$ cat src/rtl/nbldpc_dup_buffer_if.sv
// Candidate-stream handshake bundle for nbldpc_dup_buffer.
// Carries the input beat channel and the unique-entry output channel.
interface nbldpc_dup_buffer_if #(
   parameter int Q_W   = 7,
   parameter int LLR_W = 6
) ();
   logic             in_valid;
   logic             in_ready;
   logic [Q_W-1:0]   in_q;
   logic [LLR_W-1:0] in_llr;
   logic             in_last;
   logic             out_valid;
   logic             out_ready;
   logic [Q_W-1:0]   out_q;
   logic [LLR_W-1:0] out_llr;
   logic             out_last;

   modport master (
      output in_valid, in_q, in_llr, in_last, out_ready,
      input  in_ready, out_valid, out_q, out_llr, out_last
   );

   modport slave (
      input  in_valid, in_q, in_llr, in_last, out_ready,
      output in_ready, out_valid, out_q, out_llr, out_last
   );
endinterface

$ cat src/rtl/nbldpc_dup_buffer.sv
// Duplicate-suppressing (Q, LLR) candidate buffer: collect a set, then flush.
// Optional NBLDPC_DUP_MAXLLR_EN: a duplicate raises the stored LLR if larger.
module nbldpc_dup_buffer #(
   parameter int Q_W   = 7,
   parameter int LLR_W = 6,
   parameter int DEPTH = 32,
   parameter int CNT_W = $clog2(DEPTH+1)
) (
   input  logic             clk,
   input  logic             rst_n,
   nbldpc_dup_buffer_if.slave bus,
   output logic [CNT_W-1:0] count,
   output logic             dup_drop,
   output logic             overflow
);

   typedef enum logic {COLLECT, FLUSH} state_t;

   state_t           state;
   state_t           state_nx;
   logic [Q_W-1:0]   q_mem   [DEPTH];
   logic [LLR_W-1:0] llr_mem [DEPTH];
   logic [CNT_W-1:0] rd_ptr;
   logic [DEPTH-1:0] hit_vec;
   logic             accept;
   logic             hit;
   logic             full;
   logic             do_store;
   logic             pop;
   logic             pop_last;
   logic             end_set;
   logic [Q_W-1:0]   rd_q;
   logic [LLR_W-1:0] rd_llr;

   assign accept   = bus.in_valid & bus.in_ready;
   assign hit      = |hit_vec;
   assign full     = (count == CNT_W'(DEPTH));
   assign do_store = accept & ~hit & ~full;
   assign end_set  = accept & bus.in_last;
   assign pop      = bus.out_valid & bus.out_ready;
   assign pop_last = pop & bus.out_last;

   // Parallel compare against occupied slots only; stale slots never match.
   always_comb begin
      hit_vec = '0;
      for (int i = 0; i < DEPTH; i++) begin
         hit_vec[i] = (CNT_W'(i) < count) && (q_mem[i] == bus.in_q);
      end
   end

   // Read mux for the entry at the flush pointer.
   always_comb begin
      rd_q   = '0;
      rd_llr = '0;
      for (int i = 0; i < DEPTH; i++) begin
         if (rd_ptr == CNT_W'(i)) begin
            rd_q   = q_mem[i];
            rd_llr = llr_mem[i];
         end
      end
   end

   // Output channel is zero outside FLUSH so idle outputs are quiet.
   always_comb begin
      bus.out_q    = (state == FLUSH) ? rd_q : '0;
      bus.out_llr  = (state == FLUSH) ? rd_llr : '0;
      bus.out_last = (state == FLUSH) &&
                     (rd_ptr == count - CNT_W'(1));
   end

   // State register.
   always_ff @(posedge clk or negedge rst_n) begin
      if (!rst_n) state <= COLLECT;
      else        state <= state_nx;
   end

   // Next-state and handshake readiness.
   always_comb begin
      state_nx      = state;
      bus.in_ready  = 1'b0;
      bus.out_valid = 1'b0;
      unique case (state)
         COLLECT: begin
            bus.in_ready = 1'b1;
            if (end_set) state_nx = FLUSH;
         end
         FLUSH: begin
            bus.out_valid = 1'b1;
            if (pop_last) state_nx = COLLECT;
         end
         default: state_nx = COLLECT;
      endcase
   end

   // Occupancy, flush pointer and the one-cycle status pulses.
   always_ff @(posedge clk or negedge rst_n) begin
      if (!rst_n) begin
         count    <= '0;
         rd_ptr   <= '0;
         dup_drop <= 1'b0;
         overflow <= 1'b0;
      end else begin
         dup_drop <= accept & hit;
         overflow <= accept & ~hit & full;
         if (do_store) count <= count + CNT_W'(1);
         if (end_set) begin
            rd_ptr <= '0;
         end else if (pop_last) begin
            rd_ptr <= '0;
            count  <= '0;
         end else if (pop) begin
            rd_ptr <= rd_ptr + CNT_W'(1);
         end
      end
   end

   // Slot storage: new uniques go to slot[count], giving arrival order.
   always_ff @(posedge clk or negedge rst_n) begin
      if (!rst_n) begin
         for (int i = 0; i < DEPTH; i++) begin
            q_mem[i]   <= '0;
            llr_mem[i] <= '0;
         end
      end else begin
         for (int i = 0; i < DEPTH; i++) begin
            if (do_store && count == CNT_W'(i)) begin
               q_mem[i]   <= bus.in_q;
               llr_mem[i] <= bus.in_llr;
            end
`ifdef NBLDPC_DUP_MAXLLR_EN
            if (accept && hit_vec[i] && bus.in_llr > llr_mem[i]) begin
               llr_mem[i] <= bus.in_llr;
            end
`endif
         end
      end
   end

endmodule

$ cat src/flat_wrapper.sv
// flat-port wrapper written by rule: the top's interface ports become plain ports
module nbldpc_dup_buffer_flat 
#(
   parameter int Q_W   = 7,
   parameter int LLR_W = 6,
   parameter int DEPTH = 32,
   parameter int CNT_W = $clog2(DEPTH+1)
)
  (clk, rst_n, count, dup_drop, overflow, bus_in_valid, bus_in_q, bus_in_llr, bus_in_last, bus_out_ready, bus_in_ready, bus_out_valid, bus_out_q, bus_out_llr, bus_out_last);
  nbldpc_dup_buffer_if #(.Q_W(Q_W), .LLR_W(LLR_W)) bus_i ();
  input  logic clk;
  input  logic rst_n;
  output logic [CNT_W-1:0] count;
  output logic dup_drop;
  output logic overflow;
  input wire logic [$bits(bus_i.in_valid)-1:0] bus_in_valid;
  input wire logic [$bits(bus_i.in_q)-1:0] bus_in_q;
  input wire logic [$bits(bus_i.in_llr)-1:0] bus_in_llr;
  input wire logic [$bits(bus_i.in_last)-1:0] bus_in_last;
  input wire logic [$bits(bus_i.out_ready)-1:0] bus_out_ready;
  output wire logic [$bits(bus_i.in_ready)-1:0] bus_in_ready;
  output wire logic [$bits(bus_i.out_valid)-1:0] bus_out_valid;
  output wire logic [$bits(bus_i.out_q)-1:0] bus_out_q;
  output wire logic [$bits(bus_i.out_llr)-1:0] bus_out_llr;
  output wire logic [$bits(bus_i.out_last)-1:0] bus_out_last;
  assign bus_i.in_valid = bus_in_valid;
  assign bus_i.in_q = bus_in_q;
  assign bus_i.in_llr = bus_in_llr;
  assign bus_i.in_last = bus_in_last;
  assign bus_i.out_ready = bus_out_ready;
  assign bus_in_ready = bus_i.in_ready;
  assign bus_out_valid = bus_i.out_valid;
  assign bus_out_q = bus_i.out_q;
  assign bus_out_llr = bus_i.out_llr;
  assign bus_out_last = bus_i.out_last;
  nbldpc_dup_buffer #(.Q_W(Q_W), .LLR_W(LLR_W), .DEPTH(DEPTH), .CNT_W(CNT_W)) u_core (.clk(clk), .rst_n(rst_n), .bus(bus_i), .count(count), .dup_drop(dup_drop), .overflow(overflow));
endmodule
$ cat config.mk
export PLATFORM = sky130hd
export DESIGN_NAME = nbldpc_dup_buffer_flat
export DESIGN_NICKNAME = d
export VERILOG_FILES = /design/src/rtl/nbldpc_dup_buffer_if.sv /design/src/rtl/nbldpc_dup_buffer.sv /design/src/flat_wrapper.sv
export SDC_FILE = /design/constraint.sdc
export NUM_CORES = 1
export LEC_CHECK = 0
export CAP_MARGIN = 40
export CORE_MARGIN = 4
export CORE_UTILIZATION = 30
export CTS_CLUSTER_DIAMETER = 60
export DETAILED_ROUTE_END_ITERATION = 7
export GPL_TIMING_DRIVEN = 0
export PLACE_DENSITY_LB_ADDON = 0.1
export SLEW_MARGIN = 40
export SYNTH_ARGS = -nofsm -noshare
export SYNTH_HDL_FRONTEND = slang
export SYNTH_SLANG_ARGS = --single-unit
$ cat constraint.sdc
create_clock -name clk -period 10.24 [get_ports clk]
set_input_delay 2.048 -clock clk [delete_from_list [all_inputs] [get_ports clk]]
set_output_delay 2.048 -clock clk [all_outputs]
set_load 0.01 [all_outputs]
==> metrics.md, run 1 <==
| Metric | Value |
|---|---|
| Outcome | completed |
| Core Rows | slightly above 100 |
| Fmax | 0.121 GHz |
| Primary FF master, synth | dfrtp_1 |
| Biggest cell delay along the critical path | 650 ps |
| Critical path capture point type | output pin |
| Logic pwr share | 33.2% |
| Post-synth cell types | about 80 |
| Mean Syn Cell Area | 11.3 sq um |
| CTS tree | done |
| Area delta synth->final | 16.7% |
| Top sig layer | met5 |
| I/O pins | between 40 and 50 |
| Crit Path Class | flop to output pin |
| Antenna violations before repair | 7 |
| Reg clk slew, reported paths | 50 ps |
| Die H | slightly below 300 microns |
| Top cell type by total area after synthesis | dfrtp_1 |
| Net count after synthesis | ~2200 |
| Utilization after layout | a little over a third |
| Slew HR | between 30% and 40% |
| Post-synth ARST share | 100% |
| Worst Path Arrival | slightly above 6000 ps |
| Die ar. | approximately 0.085 sq mm |
| Fin crit share | roughly four fifths |
| Setup violators final | 0 |
| Post_cts resized | 0 |
| Capturing point of the worst reg2reg path | u_core.llr_mem[149]$_DFFE_PN0P_ |
| Pwr per Cell Area | between 200 and 250 mW/mm^2 |
| Placed instance count | between 3000 and 4000 |
| CTS sink count | roughly 430 |
| Critical Path RT | between 8000 and 9000 ps |
| Worst setup margin | about 2000 ps |
| Worst Path Max Fanout | 10 |
| Wl on met1 | between 50000 and 60000 microns |
| Bufs and invs on worst path | 4 |
| Final RePlAce weighted congestion | roughly 0.99 |
| Max VDD drop | 135 uV |
| Initial DRC Count | around 1900 |
| Post-route ant nets | 0 |
| WL met3 | a little under 9000 microns |
| Ys Warns | 0 |
| Critical Path Start Type | flop |
| Worst R2R Setup Slack | ~4700 ps |
| Largest net degree at the start of global routing | between 70 and 80 |
| Worst setup path start | u_core.rd_ptr[0]$_DFFE_PN0P_ |
| Core area | ~0.079 sq mm |
| R2R depth | 12 |
| H-tree depth | 2 |
| CP most frequent cell | clkbuf_1 |
| Actual slew at the worst max-slew pin | 906 ps |
| First-pass GRT wire length | roughly 160000 microns |
| Min-Delay Path Depth | 1 |
| Synthesized area | roughly 0.024 sq mm |
| Crit-path cells | inv_1 > ha_1 > clkbuf_1 > nand3_1 > clkbuf_1 > nand2_1 > o22ai_1 > a21oi_1 > o2111ai_1 > a31oi_1 > o21ai_0 > a211oi_1 > clkdlybuf4s50_1 |
| Reg2reg start | u_core.count[1]$_DFF_PN0_ |
| WHS | just under 500 ps |
| Wire length per cell | ~34 microns |
| Final std cells w/o fill | 3336 |
| Critical-path top delay cell | a31oi_1 |
| TritonCTS buffer count | 58 |
| Share of cells above drive strength 1 | approximately 28% |
| Hold Buf Count CTS | 0 |
| Total GRT Usage | a little over a quarter |
| P_int | between 3 and 4 mW |
| Routed wire length | approximately 110000 microns |
| Post-DP HPWL | about 84000 microns |
| Total vias in the final route | around 19000 |
| Critical hold path startpoint | u_core.llr_mem[124]$_DFFE_PN0P_ |
| Seq/Total Area, Yosys | ~45% |
| Register bit count reported by yosys | 431 |
| Fin. max-slew vios | 0 |
| RSZ-0062 raised after global routing | no |
| Switching share of power | about two fifths |
| Fin crit period | ~8200 ps |
| Input/output buffers | 34 |
| Leakage | 12.9 nW |
| Routed length on met2 | 48400 microns |
| Mean number of vias per cell | 5.72 |
| Starting Density | a little under a third |
| Filler Cells Inserted | roughly 8000 |
| Gr ovfl total | 0 |
| Sequential share of power | around a third |
| Drt pass-1 iters | 5 |
| Sw power | between 2 and 2.5 mW |
| Post-CTS Setup Inserts | 0 |
| Top cell type's share of synthesized area | ~45% |
| Post-Place Worst Slack | between 2000 and 3000 ps |
| Cell family with the largest share of critical-path delay | compound AO/OA/AOI/OAI gates |
| Nets@finish | roughly 2300 |
| Total chip power | roughly 6.3 mW |
| Max-cap violations | 0 |
| Worst Hold Endpoint | u_core.llr_mem[124]$_DFFE_PN0P_ |
| Clock buffer depth | 3 |
| Final Hold Viols | 0 |
| EDFF count, synth | 0 |
| Die width | 292 microns |
| DR DRC count | 0 |
| Cells after Synth | between 2000 and 2500 |
| Clock Latency Late Sink | about 630 ps |
| Via count of the first global-routing pass | between 15000 and 20000 |
| Clock Tree Root | clkbuf_16 |
| Hold Path Class | flop to flop |
| Skew final | around 23 ps |
| Clk pwr share | roughly a third |
| Synth area leaders | dfrtp_1 (45%), mux2_2 (14%), xnor2_1 (5.7%) |
power groups by stage:
stage / Combinational [mW] / Sequential (mW) / Clock (mW)
finish: 2.11 / 2.12 / 2.11
global route: 2.20 / 2.14 / 2.22
CTS: 2.08 / 2.12 / 2.15
detailed placement: 2.07 / 2.14 / 0
global placement: 2.03 / 2.14 / 0
floorplan: 1.06 / 2.07 / 0
cells by family after synthesis:
logic type,synth area share (%)
XOR/XNOR,8.56
adder cells (fa/ha/maj),0.466
AO/OA/AOI/OAI,10.9
flip-flops,44.7
AND/OR/NAND/NOR,11.0
multiplexers,20.8
buffers and inverters,3.62
flip-flops by register name, indices dropped and copies added, names as in the netlist:
register / count
u_core.q_mem: 224
u_core.llr_mem: 192
u_core.count: 6
u_core.rd_ptr: 6
u_core.dup_drop: 1
u_core.overflow: 1
u_core.state: 1
placed cells by master, fill, tap and decap left out, types with 16 or more instances in the layout:
| cell | netlist | layout |
|---|---|---|
| dfrtp_1 | 431 | 431 |
| mux2_2 | 294 | 294 |
| xnor2_1 | 157 | 157 |
| nand2_1 | 126 | 126 |
| nor2_1 | 116 | 107 |
| mux2_4 | 80 | 80 |
| xor2_1 | 79 | 79 |
| clkbuf_1 | 92 | 71 |
| clkbuf_16 | 0 | 59 |
| nand3_1 | 55 | 55 |
| a221oi_1 | 53 | 52 |
| o21ai_0 | 56 | 52 |
| a21oi_1 | 49 | 49 |
| o22ai_1 | 42 | 42 |
| mux2_1 | 42 | 42 |
| buf_2 | 35 | 38 |
| nor3_1 | 39 | 35 |
| clkbuf_2 | 0 | 34 |
| nand4_1 | 34 | 34 |
| clkdlybuf4s50_1 | 0 | 33 |
| nor4_1 | 29 | 28 |
| o211ai_1 | 26 | 26 |
| a22oi_1 | 25 | 25 |
| a221o_1 | 19 | 19 |
| o221ai_1 | 17 | 17 |
| buf_4 | 15 | 16 |
stage by stage:
step / setup TNS (ps) / area, sq um
2_1_floorplan: 0 / 24100
3_3_place_gp: -5804510 / 25800
3_5_place_dp: 0 / 26200
4_1_cts: 0 / 28200
5_1_grt: 0 / 28200
6_report: 0 / 28200
final cells by class:
type / instances / area, sq um / share of cell area [%]
Clock inverter: 26 / 302 / 1.07
Timing Repair Buffer: 46 / 602 / 2.14
Antenna cell: 1 / 2.50 / 0.00888
Buffer: 163 / 863 / 3.06
Sequential cell: 431 / 10800 / 38.3
Multi-Input combinational cell: 1521 / 12600 / 44.6
Inverter: 15 / 56.3 / 0.200
Clock buffer: 83 / 1680 / 5.95
Tap cell: 1050 / 1310 / 4.66
worst max-delay path by stage:
stage                                                end  slack (ps)  cells after the start
final                                       bus_out_q[3]        2010                     13
after global routing                      bus_out_llr[0]        1830                     13
after CTS                                 bus_out_llr[2]        1840                     14
after detailed placement                  bus_out_llr[2]        2510                     14
after global placement    u_core.llr_mem[20]$_DFFE_PN0P_      -13560                      1
after floorplan                             bus_out_q[3]        5020                     12
worst reg2reg max path, cell delays in order (launching register included):
cell and delay (ps):
dfrtp_1 610, clkbuf_1 410, inv_1 470, ha_1 560, buf_2 470, nand2_1 170, a21oi_1 200, a31oi_1 190
o31ai_2 600, nand3_4 240, nor4b_4 700, buf_4 370, mux2_2 360
synth_stat cells, types with 5 or more instances:
master     count
o21ai_0       56
o22ai_1       42
or3_1          5
nand2b_1       9
nand2_1      126
mux2_4        80
buf_2         35
mux2_1        42
buf_1          8
a211oi_1      12
dfrtp_1      431
inv_1         15
xor2_1        79
o31ai_1        9
a31oi_1       12
nor2_1       116
a221oi_1      53
xnor2_1      157
nand3_4        9
a211o_1        5
a221o_1       19
ha_1           9
buf_4         15
nor3_1        39
a21oi_1       49
buf_6         12
nand4_1       34
nor4_1        29
o211ai_1      26
nor2b_1        8
nand3_1       55
o221ai_1      17
a22oi_1       25
o2111ai_1     12
nor2_4         7
mux2_2       294
clkbuf_1      92
layer usage:
metal  GRT usage (%)  vias up
met5               0        -
met4            8.98        4
met2            38.4      778
met3            5.99      152
li1                -     8064
met1            37.4    10100
(Power assumes the default switching activity.)
==> run 2: changes to the inputs <==
clock period = 7.15 ns   (was 10.24 ns; I/O delays follow)
==> run 2 against run 1 <==
Effect of this change: global-route usage about the same; core utilization rose by 0.12 points; total power is 44% higher; clock power rose by 44%; die area unchanged; critical path type unchanged; final cell count barely moved; flip-flop and latch count unchanged; largest cell class unchanged; critical path depth decreased by 2; wire length hardly changed; clock skew decreased by 1.0 ps; cell area up 0.34%.
==> metrics.md, run 2 (same netlist as run 1, synthesis figures left out) <==
| Metric | Value |
|---|---|
| Most common cell after layout, fill and taps aside | dfrtp_1 (unchanged) |
| Routed length on met2 | 48700 microns (was 48400 microns) |
| P_int | 5.66 mW (was 3.93 mW) |
| Total chip power | 9.13 mW (was 6.35 mW) |
| Wire length per cell | 33.9 microns (about the same) |
| Max VDD drop | 193 uV (was 135 uV) |
| Worst setup path start | u_core.rd_ptr[0]$_DFFE_PN0P_ (unchanged) |
| Critical-path top delay cell | nor2b_1 (was a31oi_1) |
| Worst Path Max Fanout | 10 (unchanged) |
| Nets@finish | 2263 (unchanged) |
| Worst Path Arrival | 5650 ps (was 6180 ps) |
| WP depth | 11 (was 13) |
| Post-DP HPWL | 83700 microns (unchanged) |
| Crit-path cells | ha_1 > nor2b_1 > nand2_1 > nand2_1 > nor2_1 > nand3_1 > o2111ai_1 > a31oi_2 > o21ai_0 > a211oi_2 > clkdlybuf4s50_1 (was inv_1 > ha_1 > clkbuf_1 > nand3_1 > clkbuf_1 > nand2_1 > o22ai_1 > a21oi_1 > o2111ai_1 > a31oi_1 > o21ai_0 > a211oi_1 > clkdlybuf4s50_1) |
| TritonCTS buffer count | 58 (unchanged) |
| Crit Path Class | flop to output pin (unchanged) |
| Actual slew at the worst max-slew pin | 954 ps (was 906 ps) |
| Bufs and invs on worst path | 1 (was 4) |
| Logic pwr share | 33.6% (was 33.2%) |
| Register with the most flip-flops | u_core.q_mem (unchanged) |
| Starting Density | 30.4% (unchanged) |
| Outcome | completed (unchanged) |
| Gr ovfl total | 0 (unchanged) |
| Total GRT Usage | 26.0% (about the same) |
| Area delta synth->final | 17.1% (was 16.7%) |
| Clock buffer depth | 3 (unchanged) |
| Critical path capture point type | output pin (unchanged) |
| Skew final | 22.3 ps (was 23.3 ps) |
| Reg2reg start | u_core.count[1]$_DFF_PN0_ (unchanged) |
| Top sig layer | met4 (was met5) |
| Antenna violations before repair | 4 (was 7) |
| Leakage | 12.9 nW (about the same) |
| Die H | 292 microns (unchanged) |
| Max-cap violations | 0 (unchanged) |
| RSZ-0062 raised after global routing | yes (was no) |
| CTS tree | done (unchanged) |
| Final RePlAce weighted congestion | 0.994 (unchanged) |
| Clk pwr share | 33.1% (was 33.3%) |
| Post-CTS Setup Inserts | 0 (unchanged) |
| Commonest non-fill, non-tap cells in the layout | dfrtp_1 (431), mux2_2 (294), xnor2_1 (157), nand2_1 (126), nor2_1 (106) (was dfrtp_1 (431), mux2_2 (294), xnor2_1 (157), nand2_1 (126), nor2_1 (107)) |
| R2R depth | 12 (unchanged) |
| Share of cells above drive strength 1 | 29.1% (was 28.2%) |
| Final Hold Viols | 0 (unchanged) |
| Post-route ant nets | 0 (unchanged) |
| Sw power | 3.48 mW (was 2.42 mW) |
| Biggest regs | u_core.q_mem: 224 flops, u_core.llr_mem: 192 flops (unchanged) |
| Switching share of power | 38.1% (about the same) |
| Biggest cell delay along the critical path | 610 ps (was 650 ps) |
| Largest net degree at the start of global routing | 73 (unchanged) |
| Fin crit period | roughly 7100 ps |
| Total vias in the final route | 19000 (was 19100) |
| I/O pins | 42 (unchanged) |
| First-pass GRT wire length | 158000 microns (about the same) |
| Filler Cells Inserted | 8034 (was 8045) |
| Slew HR | 36.1% (was 39.6%) |
| Initial DRC Count | 1900 (was 1896) |
| DR DRC count | 0 (unchanged) |
| Min-Delay Path Depth | 1 (unchanged) |
| Critical hold path startpoint | u_core.llr_mem[100]$_DFFE_PN0P_ (was u_core.llr_mem[124]$_DFFE_PN0P_) |
| Critical Path RT | 5720 ps (was 8190 ps) |
| CTS sink count | 431 (unchanged) |
| Fmax | approximately 0.14 GHz |
| Drt pass-1 iters | 5 (unchanged) |
| Routed wire length | 113000 microns (about the same) |
| Die ar. | 0.0851 sq mm (unchanged) |
| Core area | 0.0794 sq mm (unchanged) |
| WL met3 | 8620 microns (was 8650 microns) |
| Mean number of vias per cell | 5.70 (was 5.72) |
| Clock Tree Root | clkbuf_16 (unchanged) |
| Clock Latency Late Sink | 630 ps (about the same) |
| Setup TNS | 0 ps (unchanged) |
| Reg clk slew, reported paths | 50 ps (about the same) |
| Largest register FFs | 224 (unchanged) |
| Die width | 292 microns (unchanged) |
| Via count of the first global-routing pass | 19300 (about the same) |
| Fin. max-slew vios | 0 (unchanged) |
| Input/output buffers | 34 (unchanged) |
| H-tree depth | 2 (unchanged) |
| Fin crit share | 99.0% |
| Critical Path Start Type | flop (unchanged) |
| Setup violators final | 0 (unchanged) |
| Cell family with the largest share of critical-path delay | simple AND/OR/NAND/NOR gates (was compound AO/OA/AOI/OAI gates) |
| Core Rows | 103 (unchanged) |
| Pwr per Cell Area | 323 mW/mm^2 (was 225 mW/mm^2) |
| Wl on met1 | 51700 microns (about the same) |
| Hold Path Class | flop to flop (unchanged) |
| Sequential share of power | 33.3% (was 33.5%) |
| CP most frequent cell | nand2_1 (was clkbuf_1) |
[run 2: what timing repair did]
item	4_1_cts	5_1_grt
setup endpoints to repair	10	11
hold buffers	0	0
gates resized for setup	16	15
pin swaps	0	0
[run 2: path summary, 6_finish.rpt]
path                            slack, ps                         endpoint
worst max register to register       1690  u_core.llr_mem[149]$_DFFE_PN0P_
worst min-delay path                  490  u_core.llr_mem[100]$_DFFE_PN0P_
max in group asynchronous            5240   u_core.llr_mem[30]$_DFFE_PN0P_
worst max-delay path                   70                     bus_out_q[3]
min in group asynchronous             740  u_core.llr_mem[120]$_DFFE_PN0P_
worst min register to register        490  u_core.llr_mem[100]$_DFFE_PN0P_
[run 2: layer usage]
| metal | vias up | track usage, % |
|---|---|---|
| li1 | 8056 | - |
| met1 | 10000 | 37.3 |
| met2 | 785 | 38.4 |
| met3 | 148 | 6.17 |
| met4 | 0 | 9.02 |
| met5 | - | 0 |
[run 2: area by class of cell]
cell class | count | area [sq um] | share of cell area [%]
Antenna cell | 2 | 5.00 | 0.0177
Buffer | 163 | 875 | 3.09
Clock buffer | 83 | 1680 | 5.93
Clock inverter | 26 | 302 | 1.07
Inverter | 15 | 56.3 | 0.199
Multi-Input combinational cell | 1521 | 12600 | 44.8
Sequential cell | 431 | 10800 | 38.2
Tap cell | 1050 | 1310 | 4.65
Timing Repair Buffer | 46 | 602 | 2.13
[run 2: power groups by stage]
stage	combinational [mW]	clock [mW]	sequential, mW
final	3.07	3.03	3.04
after global routing	3.20	3.18	3.07
after CTS	3.01	3.08	3.03
after detailed placement	2.97	0	3.07
after global placement	2.91	0	3.07
after floorplan	1.53	0	2.96
[run 2: through the flow]
| stage | instance area [sq um] | std cells | setup WS, ps | hold WS, ps | utilization [%] |
|---|---|---|---|---|---|
| after detailed placement | 26200 | 3226 | 39.4 | 477 | 33.0 |
| after global routing | 28300 | 3335 | -46.3 | 505 | 35.6 |
| after CTS | 28200 | 3335 | 15.6 | 491 | 35.5 |
| after global placement | 25800 | 3214 | -16030 | 468 | 32.5 |
| after floorplan | 24100 | 2130 | 2550 | 458 | - |
| final | 28300 | 3337 | 74.1 | 487 | 35.6 |
